**src/rtl/sprite_dma.sv**
```systemverilog
// OAM sprite DMA: a CPU write of page N to the trigger address stalls the CPU and copies
// N00-NFF into OAMDATA as alternating read/write bus cycles; outputs come from registered state.
module sprite_dma #(
  parameter logic [15:0] DMA_TRIGGER_ADDRESS = 16'h4014,
  parameter logic [15:0] OAMDATA_ADDRESS     = 16'h2004,
  parameter int          TRANSFER_LENGTH     = 256
) (
  input  logic        i_clk,
  input  logic        i_reset,
  input  logic [15:0] i_cpu_address,
  input  logic [7:0]  i_cpu_data,
  input  logic        i_cpu_rw,
  input  logic [7:0]  i_data,
  output logic        o_cpu_rdy,
  output logic        o_dma_active,
  output logic [15:0] o_address,
  output logic        o_rw,
  output logic [7:0]  o_data,
  output logic        o_busy,
  output logic        o_done
);

  typedef enum logic [2:0] {
    S_IDLE,
    S_HALT,
    S_ALIGN,
    S_READ,
    S_WRITE
  } state_t;

  localparam logic [8:0] LAST_INDEX = 9'(TRANSFER_LENGTH - 1);

  state_t      r_state;
  logic [7:0]  r_page;
  logic [8:0]  r_index;
  logic [7:0]  r_latch;
  logic        r_parity;
  logic        w_trigger;

  // The o_done cycle is the IDLE re-entry cycle; a trigger landing there is dropped.
  assign w_trigger = !i_cpu_rw && (i_cpu_address == DMA_TRIGGER_ADDRESS) && !o_done;

  assign o_data = (r_state == S_WRITE) ? r_latch : 8'h00;

  always_ff @(posedge i_clk or posedge i_reset) begin
    if (i_reset) begin
      r_state      <= S_IDLE;
      r_page       <= 8'h00;
      r_index      <= 9'd0;
      r_latch      <= 8'h00;
      r_parity     <= 1'b0;
      o_cpu_rdy    <= 1'b1;
      o_dma_active <= 1'b0;
      o_address    <= 16'h0000;
      o_rw         <= 1'b1;
      o_busy       <= 1'b0;
      o_done       <= 1'b0;
    end else begin
      r_parity <= ~r_parity;
      o_done   <= 1'b0;
      case (r_state)
        S_IDLE: begin
          if (w_trigger) begin
            r_page    <= i_cpu_data;
            r_index   <= 9'd0;
            r_state   <= S_HALT;
            o_cpu_rdy <= 1'b0;
            o_busy    <= 1'b1;
          end
        end
        S_HALT: begin
          // READ must fall on a get (parity 0) cycle, so burn one cycle when HALT is even.
          if (!r_parity) begin
            r_state <= S_ALIGN;
          end else begin
            r_state      <= S_READ;
            o_dma_active <= 1'b1;
            o_rw         <= 1'b1;
            o_address    <= {r_page, r_index[7:0]};
          end
        end
        S_ALIGN: begin
          r_state      <= S_READ;
          o_dma_active <= 1'b1;
          o_rw         <= 1'b1;
          o_address    <= {r_page, r_index[7:0]};
        end
        S_READ: begin
          r_latch   <= i_data;
          r_state   <= S_WRITE;
          o_rw      <= 1'b0;
          o_address <= OAMDATA_ADDRESS;
        end
        S_WRITE: begin
          r_index <= r_index + 9'd1;
          if (r_index == LAST_INDEX) begin
            r_state      <= S_IDLE;
            o_done       <= 1'b1;
            o_cpu_rdy    <= 1'b1;
            o_busy       <= 1'b0;
            o_dma_active <= 1'b0;
            o_rw         <= 1'b1;
            o_address    <= 16'h0000;
          end else begin
            r_state   <= S_READ;
            o_rw      <= 1'b1;
            o_address <= {r_page, r_index[7:0] + 8'd1};
          end
        end
        default: r_state <= S_IDLE;
      endcase
    end
  end

endmodule

```
**config.mk**
```make
export PLATFORM = sky130hd
export DESIGN_NAME = sprite_dma
export DESIGN_NICKNAME = d
export VERILOG_FILES = /design/src/rtl/sprite_dma.sv
export SDC_FILE = /design/constraint.sdc
export NUM_CORES = 1
export LEC_CHECK = 0
export BUFFER_PORTS_ARGS = -buffer_cell sky130_fd_sc_hd__buf_4
export CAP_MARGIN = 20
export CORE_ASPECT_RATIO = 0.9
export CORE_UTILIZATION = 52
export CTS_CLUSTER_DIAMETER = 40
export CTS_CLUSTER_SIZE = 10
export DETAILED_ROUTE_END_ITERATION = 10
export GPL_TIMING_DRIVEN = 0
export PLACE_DENSITY = 0.91
export SLEW_MARGIN = 20
export SYNTH_ARGS = -nofsm -noshare
export SYNTH_HDL_FRONTEND = slang
export SYNTH_SLANG_ARGS = --single-unit
export TNS_END_PERCENT = 10
```
**constraint.sdc**
```tcl
create_clock -name i_clk -period 2.89 [get_ports i_clk]
set_clock_uncertainty 0.05 [all_clocks]
set_input_delay 0.4335 -clock i_clk [delete_from_list [all_inputs] [get_ports i_clk]]
set_output_delay 0.4335 -clock i_clk [all_outputs]
set_load 0.05 [all_outputs]
```
==> results of run 1 <==
-- metrics by stage --
stage | hold WS, ps | instances | utilization
finish | 132 | 372 | 0.725
detailed placement | 404 | 364 | 0.698
global route | 179 | 372 | 0.725
CTS | 150 | 372 | 0.725
floorplan | 377 | 240 | -
global placement | 399 | 363 | 0.694
-- final cells by class --
type / instances / area (um2)
multi-input cells: 171 / 1020
clock buffers: 6 / 72.6
well taps: 60 / 75.1
flip-flops and latches: 50 / 1250
plain buffers: 13 / 73.8
clock inverters: 2 / 37.5
inverters: 6 / 22.5
repair buffers: 64 / 493
fillers: 320 / 1160
-- cell usage after synthesis --
cell	number	area, um2
a21o_1	1	7.51
a21oi_1	8	40.0
a22o_1	7	61.3
a22oi_1	1	7.51
a2bb2oi_1	1	8.76
a31oi_1	6	37.5
a41oi_1	1	8.76
and2_1	10	62.6
and3_1	2	12.5
and4_1	1	8.76
buf_2	5	25.0
buf_4	3	22.5
buf_6	1	11.3
clkbuf_1	4	15.0
dfrtp_1	48	1200
dfstp_2	2	52.6
ha_1	3	37.5
inv_1	6	22.5
mux2_2	8	90.1
mux2i_1	2	20.0
nand2_1	37	139
nand2_2	1	6.26
nand2b_1	3	18.8
nand3_1	7	35.0
nand3b_1	3	22.5
nand4_1	2	12.5
nor2_1	21	78.8
nor2_4	1	11.3
nor2b_1	3	18.8
nor3b_2	1	12.5
nor4_1	1	6.26
nor4b_1	2	17.5
o211ai_1	3	22.5
o21ai_0	17	85.1
o21ai_1	1	5.00
o21bai_1	1	7.51
o22a_1	1	8.76
o22ai_1	1	6.26
o31a_1	1	8.76
o41ai_1	1	8.76
or3_1	9	56.3
or3b_1	1	8.76
or4b_1	1	10.0
or4b_4	1	13.8
-- flip-flops by register name (all words and copies together), names as in the netlist, 3 cells and up --
register,count
r_state,3
r_page,8
o_address,16
r_latch,8
r_index,9
-- routing by layer --
metal | track usage | vias up | wire [um]
li1 | - | 984 | -
met1 | 0.331 | 981 | 2370
met2 | 0.400 | 87 | 2580
met3 | 0.0473 | 9 | 339
met4 | 0.0711 | 0 | 65
met5 | 0 | - | 0
-- worst reg2reg max path: cells and delay by family (launching register included) --
| family | cells | cell delay, ps |
|---|---|---|
| AO/OA/AOI/OAI | 1 | 210 |
| adder cells (fa/ha/maj) | 2 | 540 |
| buffers and inverters | 1 | 150 |
| flip-flops | 1 | 470 |
| AND/OR/NAND/NOR | 4 | 1110 |
-- cells in the final DEF, fill, tap and decap left out, types with 5 or more instances in the layout --
cell type,n
a31oi_1,6
o21ai_0,17
nor2_1,21
clkbuf_1,5
mux2_2,8
nand2_1,37
dfrtp_1,48
or3_1,9
and2_1,10
a21oi_1,8
clkbuf_8,5
inv_1,5
a22o_1,7
buf_2,5
buf_4,66
nand3_1,7
-- worst paths after layout --
kind                                        startpoint                       end  slack [ps]  cells after the start
worst min register to register  r_latch[2]$_DFFE_PP0P_    r_latch[2]$_DFFE_PP0P_         420                      2
min in group i_clk                           i_data[4]    r_latch[4]$_DFFE_PP0P_         260                      3
max in group asynchronous                      i_reset     o_cpu_rdy$_DFFE_PP1P_        2060                      3
worst min-delay path                           i_reset    r_index[7]$_DFFE_PP0P_         130                      2
worst max-delay path            r_state[1]$_DFFE_PP0P_                 o_data[1]         200                      5
worst max register to register  r_index[1]$_DFFE_PP0P_  o_address[4]$_DFFE_PP0P_         270                      8
-- power breakdown --
part,internal [W],switching [W]
clock,0.000258,0.000232
combinational,0.0000451,0.0000486
sequential,0.000705,0.00000261
total,0.00101,0.000283
-- cells by family after synthesis --
group / after synthesis / synth area share
AOI/OAI and AO/OA: 51 / 0.137
adders and majority gates: 3 / 0.0158
buffers and inverters: 19 / 0.0406
DFF: 50 / 0.528
muxes: 10 / 0.0464
and+or+nand+nor: 107 / 0.232
==> impl_metrics.yaml, run 1 <==
outcome:
  status: "finished, final reports clean"
finish:
  nets: 349
  diodes: 0
  drive_above_1_share: 0.304
  final_area_um2: 3050
  areaGrowthSynthToFinish_pct: 28.6
route:
  vias_per_cell: 5.54
  vias: 2061
  routed_wl_um: 5360
  drc: 0
  drt_iter0_drc: 185
  firstDrtPassIters: 4
  ant_nets: 0
  wl_per_cell_um: 14.4
sta:
  post-route-period-util: 0.931
  drv_slew: 0
  period_needed_ps: 2690
  setup_violations: 0
  relSlewSlack: 0.568
  worst_pin_slew_ps: 645
  final_hold_viol_count: 0
  clock.fmax_ghz: 0.372
  tns_ps: 0
  rsz0062_at_grt: "false"
  setup_ws_ps: 200
synth:
  syn_nets: 278
  seq_area_frac_synth: 0.528
  synthCells: 240
  yosys_warnings: 0
  ys_types: 44
  avgSynthCellArea_um2: 9.89
  netlist_area_um2: 2370
  synth.ff_latch_count: 50
global_routing:
  grt_overflow: 0
  grt_max_degree: 27
  antenna_found_initial: 0
  grt_use_total: 0.245
  grt_pass1_wl_um: 8910
  grt_pass1_vias: 1922
setup_path:
  crit_chain: "buf_2, nor3b_2, clkbuf_1, and2_1, buf_4"
  crit_fanout: 10
  slowest_delay_ps: 550
  crit_path_end_kind: "output pin"
  path_delay_family: "buffers and inverters"
  worstSetupPathType: "flip-flop to output pin"
  worstPathRequired_ps: 2410
  cpMaxStageDelayCell: "nor3b_2"
  cp.arrival_ps: 2210
  worstPathBufferInverterCount: 3
  startpoint_type: "flip-flop"
die:
  start_util: 0.564
  die_width_um: 73.2
  num_rows: 22
  dieArea_um2: 4840
  core-area_um2: 4210
  fp.dieH_um: 66.1
  boundaryPins: 64
clock_tree:
  cts_made_buffers: 5
  holdBufCountCts: 0
  cts.path.max_buffers: 2
  root_buffer: "clkbuf_8"
  clock-sinks: 50
  tritoncts: "done"
  clk_latency_ps: 310
  clkTransAtPathRegs_ps: 90
  post_cts_buffers: 0
  post_cts_resized: 0
  htreeDepth: 2
placed_design:
  placed_area_um2: 2940
  place_hpwl_um: 3810
  place_ws_ps: 340
  finalWeightedCongestion: 0.842
  io_buffer_count: 63
min_path:
  holdCritPathClass: "input pin to asynchronous set/reset pin"
pwr:
  cellLeakagePower_nw: 1.50
  finalPower_w: 0.00129
  powerDensity_nw_per_um2: 423
  ir_drop_mv: 0.324
flow_run:
  maxCapViolCount: 0
Power figures use the tool's default switching activity.
==> run 2, diff against run 1 <==
Settings changed: ABC_AREA set to 1, CORE_UTILIZATION 52 to 56, PLACE_DENSITY 0.91 to 0.95.
Clock period 2.89 ns to 3.2 ns, I/O delays scaled along.
==> impl_metrics.yaml, run 2 <==
synth:
  yosys.area.top_type_share: 0.487
  yosys_warnings: 0
  synth_compound_area_frac: 0.0843
  synthAdderAreaFrac: 0.0152
  synth.ff_latch_count: 50
  avgSynthCellArea_um2: 8.30
  synth.area.mux_share: 0
  synth.area.top_cells: "dfrtp_1 49%, nand2_1 14%, nor2_1 5.5%"
  synth_common_cells: "90 x nand2_1, 48 x dfrtp_1, 36 x nor2_1, 34 x inv_1, 22 x nand3_1"
  syn_nets: 335
  yosysTopAreaCell: "dfrtp_1"
  synthCells: 297
  netlist_area_um2: 2460
  yosysMostFrequentCell: "nand2_1"
  synth_xor_area_frac: 0.00711
  synth-edff-count: 0
  synth_top_family_by_area: "simple AND/OR/NAND/NOR gates"
  async_reset_ff_frac: 1.00
  synth_simple_gate_area_frac: 0.299
  seq_area_frac_synth: 0.509
  ys_types: 29
  synth_ff_type: "dfrtp_1"
finish:
  diodes: 0
  final_area_um2: 3180
  regMostFlops: "o_address"
  multi_input_area_um2: 1000
  fill_cells: 300
  nets: 406
  final_common_cell: "nand2_1"
  drive_above_1_share: 0.298
  seqCellArea_um2: 1250
  utilization: 0.764
  areaGrowthSynthToFinish_pct: 28.8
  top_regs: "o_address: 16 flops, r_index: 9 flops"
  final_cell_mix: "90 x nand2_1, 63 x buf_4, 48 x dfrtp_1"
  largest_reg_flops: 16
setup_path:
  startpoint_type: "flip-flop"
  rrSetupSlack_ps: 1120
  worstReg2RegEnd: "o_address[5]$_DFFE_PP0P_"
  r2r_cells: 9
  crit_path_end_kind: "output pin"
  path_delay_family: "flip-flops"
  worstPathBufferInverterCount: 2
  critical_path_depth: 5
  cpMaxStageDelayCell: "dfrtp_1"
  rr_startpoint: "r_index[0]$_DFFE_PP0P_"
  worstPathRequired_ps: 2670
  cp.arrival_ps: 1730
  crit_chain: "nor2_2, nand2_4, buf_2, nor2_1, buf_4"
  slowest_delay_ps: 500
  worstSetupPathType: "flip-flop to output pin"
  crit_fanout: 10
global_routing:
  grt_overflow: 0
  antenna_found_initial: 0
  grt_use_total: 0.259
  grt_max_degree: 30
  grt_pass1_wl_um: 9130
  grt_pass1_vias: 2095
pwr:
  cellLeakagePower_nw: 1.72
  powerDensity_nw_per_um2: 399
  ir_drop_mv: 0.311
die:
  die_width_um: 71.9
  start_util: 0.593
  fp.dieH_um: 64.9
  core-area_um2: 4160
  dieArea_um2: 4670
  num_rows: 22
  boundaryPins: 64
clock_tree:
  root_buffer: "clkbuf_8"
  htreeDepth: 2
  holdBufCountCts: 0
  cts_made_buffers: 5
  post_cts_resized: 0
  clkTransAtPathRegs_ps: 90
  clk_latency_ps: 310
  clock-sinks: 50
  post_cts_buffers: 0
  cts.path.max_buffers: 2
  tritoncts: "done"
route:
  vias: 2143
  vias_per_cell: 5.00
  wl_met1_um: 2340
  dr_wl_met2_um: 2740
  firstDrtPassIters: 4
  top_layer: "met4"
  routed_wl_um: 5380
  drc: 0
  ant_nets: 0
  wl_met3_um: 221
  wl_per_cell_um: 12.5
  drt_iter0_drc: 128
sta:
  final_hold_viol_count: 0
  relSlewSlack: 0.683
  period_needed_ps: 2260
  rsz0062_at_grt: "false"
  setup_violations: 0
  timing.hold.ws_ps: 143
  tns_ps: 0
  clock.fmax_ghz: 0.443
  drv_slew: 0
  worst_pin_slew_ps: 475
  post-route-period-util: 0.706
placed_design:
  io_buffer_count: 63
  place_hpwl_um: 3830
  placed_area_um2: 3030
  finalWeightedCongestion: 0.909
min_path:
  holdCritPathClass: "input pin to asynchronous set/reset pin"
flow_run:
  maxCapViolCount: 0
outcome:
  status: "finished, final reports clean"
-- run 2: cell types whose count changed in the layout (fill, tap and decap cells not counted), moves of 5 or more --
cell	before	now
a22o_1	7	0
a31oi_1	6	0
and2_1	10	0
clkbuf_1	5	0
inv_1	5	33
mux2_2	8	0
nand2_1	37	90
nand3_1	7	22
nor2_1	21	36
o21ai_0	17	7
o21ai_1	1	8
o21ai_2	0	9
or3_1	9	0
-- run 2: how the worst max path moves through the flow --
stage | start | endpoint
after floorplan | r_state[0]$_DFFE_PP0P_ | o_data[0]
final | r_state[0]$_DFFE_PP0P_ | o_data[3]
after CTS | r_state[0]$_DFFE_PP0P_ | o_data[3]
after detailed placement | r_index[0]$_DFFE_PP0P_ | o_address[7]$_DFFE_PP0P_
after global routing | r_state[0]$_DFFE_PP0P_ | o_data[3]
after global placement | i_reset | r_state[0]$_DFFE_PP0P_
-- run 2: area by class of cell --
cell class | count | share of cell area
multi-input cells | 202 | 0.315
repair buffers | 64 | 0.155
clock buffers | 6 | 0.0260
clock inverters | 2 | 0.0189
flip-flops and latches | 50 | 0.395
inverters | 38 | 0.0465
well taps | 60 | 0.0236
plain buffers | 7 | 0.0197
-- run 2: per-stage QoR --
step	instances	worst slack [ps]	total power, W
after floorplan	297	1070	0.000693
after global placement	420	873	0.000736
after detailed placement	421	1220	0.000742
after CTS	429	932	0.00127
after global routing	429	867	0.00131
final	429	942	0.00127
-- run 2: power breakdown --
| part | leakage (nW) | switching (W) | internal [W] |
|---|---|---|---|
| clock network | 0.0714 | 0.000205 | 0.000333 |
| logic | 1.01 | 0.0000483 | 0.0000416 |
| registers | 0.632 | 0.00000151 | 0.000636 |
| total | 1.72 | 0.000255 | 0.00101 |
-- run 2: per-layer routing --
layer,vias to the layer above,track usage
li1,1066,-
met1,1022,0.326
met2,47,0.449
met3,8,0.0435
met4,0,0.0931
met5,-,0
-- run 2: cells by family (layout without fill, tap and decap cells) --
| family | Yosys count | after routing |
|---|---|---|
| and+or+nand+nor | 165 | 165 |
| DFF | 50 | 50 |
| buffers and inverters | 45 | 117 |
| AOI/OAI and AO/OA | 32 | 32 |
| adders and majority gates | 3 | 3 |
| xor gates and xnor gates | 2 | 2 |
==> run 3, diff against run 2 <==
Settings changed: CORE_UTILIZATION 56 to 52, PLACE_DENSITY 0.95 to 0.91.
Clock period 3.2 ns to 2.1 ns, I/O delays scaled along.
==> impl_metrics.yaml, run 3 (synthesis gave the netlist of run 2 again) <==
setup_path:
  rr_startpoint: "r_index[0]$_DFFE_PP0P_"
  worstPathRequired_ps: 1740
  worstSetupPathType: "flip-flop to output pin"
  crit_path_end_kind: "output pin"
  cp.arrival_ps: 1650
  crit_start: "r_state[0]$_DFFE_PP0P_"
  crit_end: "o_data[3]"
  crit_fanout: 10
  rrSetupSlack_ps: 110
  startpoint_type: "flip-flop"
  worstReg2RegEnd: "o_address[5]$_DFFE_PP0P_"
  r2r_cells: 9
sta:
  post-route-period-util: 0.959
  setup_violations: 0
  tns_ps: 0
  final_hold_viol_count: 0
  drv_slew: 0
  worst_pin_slew_ps: 446
  period_needed_ps: 2010
  clock.fmax_ghz: 0.496
  rsz0062_at_grt: "true"
  relSlewSlack: 0.702
pwr:
  cellLeakagePower_nw: 1.69
  switching_power_w: 0.000382
  pwr-share-seq: 0.548
  combinationalPowerShare: 0.078
  ir_drop_mv: 0.529
  swShare: 0.216
  clockPowerShare: 0.374
  p_int_w: 0.00139
  powerDensity_nw_per_um2: 561
route:
  ant_nets: 0
  routed_wl_um: 5490
  vias: 2180
  vias_per_cell: 5.05
  drt_iter0_drc: 211
  wl_per_cell_um: 12.7
  drc: 0
  firstDrtPassIters: 4
global_routing:
  use_met3: 0.0522
  antenna_found_initial: 0
  grt_overflow: 0
  grt_pass1_vias: 1992
  top_usage_layer: "met2"
  grt_max_degree: 31
  use_met1: 0.309
  grt_use_total: 0.239
  grt_util_met2: 0.401
  grt_pass1_wl_um: 8920
finish:
  drive_above_1_share: 0.308
  fill_cells: 363
  largest_reg_flops: 16
  regMostFlops: "o_address"
  diodes: 0
  seqCellArea_um2: 1260
  final_cell_mix: "90 x nand2_1, 63 x buf_4, 45 x dfrtp_1"
  top_regs: "o_address: 16 flops, r_index: 9 flops"
  nets: 407
  fin_cells: 432
  areaGrowthSynthToFinish_pct: 28.3
  final_common_cell: "nand2_1"
  multi_input_area_um2: 1010
clock_tree:
  root_buffer: "clkbuf_8"
  cts.path.max_buffers: 2
  post_cts_buffers: 0
  htreeDepth: 2
  clock-sinks: 50
  cts_made_buffers: 5
  clk_latency_ps: 300
  clkTransAtPathRegs_ps: 80
  tritoncts: "done"
min_path:
  holdCritPathClass: "input pin to flip-flop"
  holdPathStages: 3
  hp-start: "i_data[3]"
die:
  dieArea_um2: 5020
  fp.dieH_um: 67.3
  die_width_um: 74.6
  boundaryPins: 64
  start_util: 0.549
  core-area_um2: 4490
  num_rows: 23
outcome:
  status: "finished, final reports clean"
placed_design:
  io_buffer_count: 63
  dp.cells: 423
  place_hpwl_um: 4080
  finalWeightedCongestion: 0.844
flow_run:
  maxCapViolCount: 0
[run 3: timing repair]
item / CTS / global route
setup endpoints to repair: 1 / 28
cloned: 0 / 0
endpoints found under the hold margin: 20 / 0
hold buffers: 1 / 0
resized for setup: 1 / 5
[run 3: layout make-up]
type / instances / share of cell area
plain buffers: 7 / 0.0198
clock buffers: 7 / 0.0241
repair buffers: 65 / 0.159
flip-flops and latches: 50 / 0.398
inverters: 38 / 0.0467
multi-input cells: 202 / 0.319
well taps: 62 / 0.0245
clock inverters: 1 / 0.00949
[run 3: per-layer routing]
metal | vias up | share of wire
met5 | - | 0
met4 | 0 | 0.015
met3 | 9 | 0.044
met2 | 66 | 0.51
met1 | 1044 | 0.43
li1 | 1061 | -
[run 3: power by group through the flow]
stage	Clock [W]	Sequential (W)	Combinational (W)
detailed placement	0	0.000991	0.000138
finish	0.000663	0.000972	0.000138
CTS	0.000670	0.000972	0.000141
global placement	0	0.000991	0.000131
floorplan	0	0.000990	0.0000661
global route	0.000713	0.000973	0.000152
[run 3: through the flow]
step | worst slack, ps | hold slack (ps) | total power [W] | util | area (um2)
4_1_cts | 28.7 | 160 | 0.00178 | 0.703 | 3150
2_1_floorplan | 139 | 366 | 0.00106 | - | 2460
5_1_grt | -22.3 | 177 | 0.00184 | 0.705 | 3160
6_report | 85.9 | 161 | 0.00177 | 0.705 | 3160
3_5_place_dp | -25.9 | 311 | 0.00113 | 0.676 | 3040
3_3_place_gp | -64.7 | 388 | 0.00112 | 0.672 | 3020
[run 3: worst min path at each step]
stage / end / slack, ps
floorplan: r_parity$_DFF_PP0_ / 370
global placement: r_parity$_DFF_PP0_ / 390
detailed placement: o_busy$_DFFE_PP0P_ / 310
CTS: r_latch[3]$_DFFE_PP0P_ / 160
global route: r_latch[4]$_DFFE_PP0P_ / 180
finish: r_latch[3]$_DFFE_PP0P_ / 160
[run 3: worst max-delay path, stage by stage (launching register included)]
cell and delay (ps):
dfrtp_2 490, nor2_2 210, nand2_4 110, buf_2 210
nor2_1 120, buf_4 210
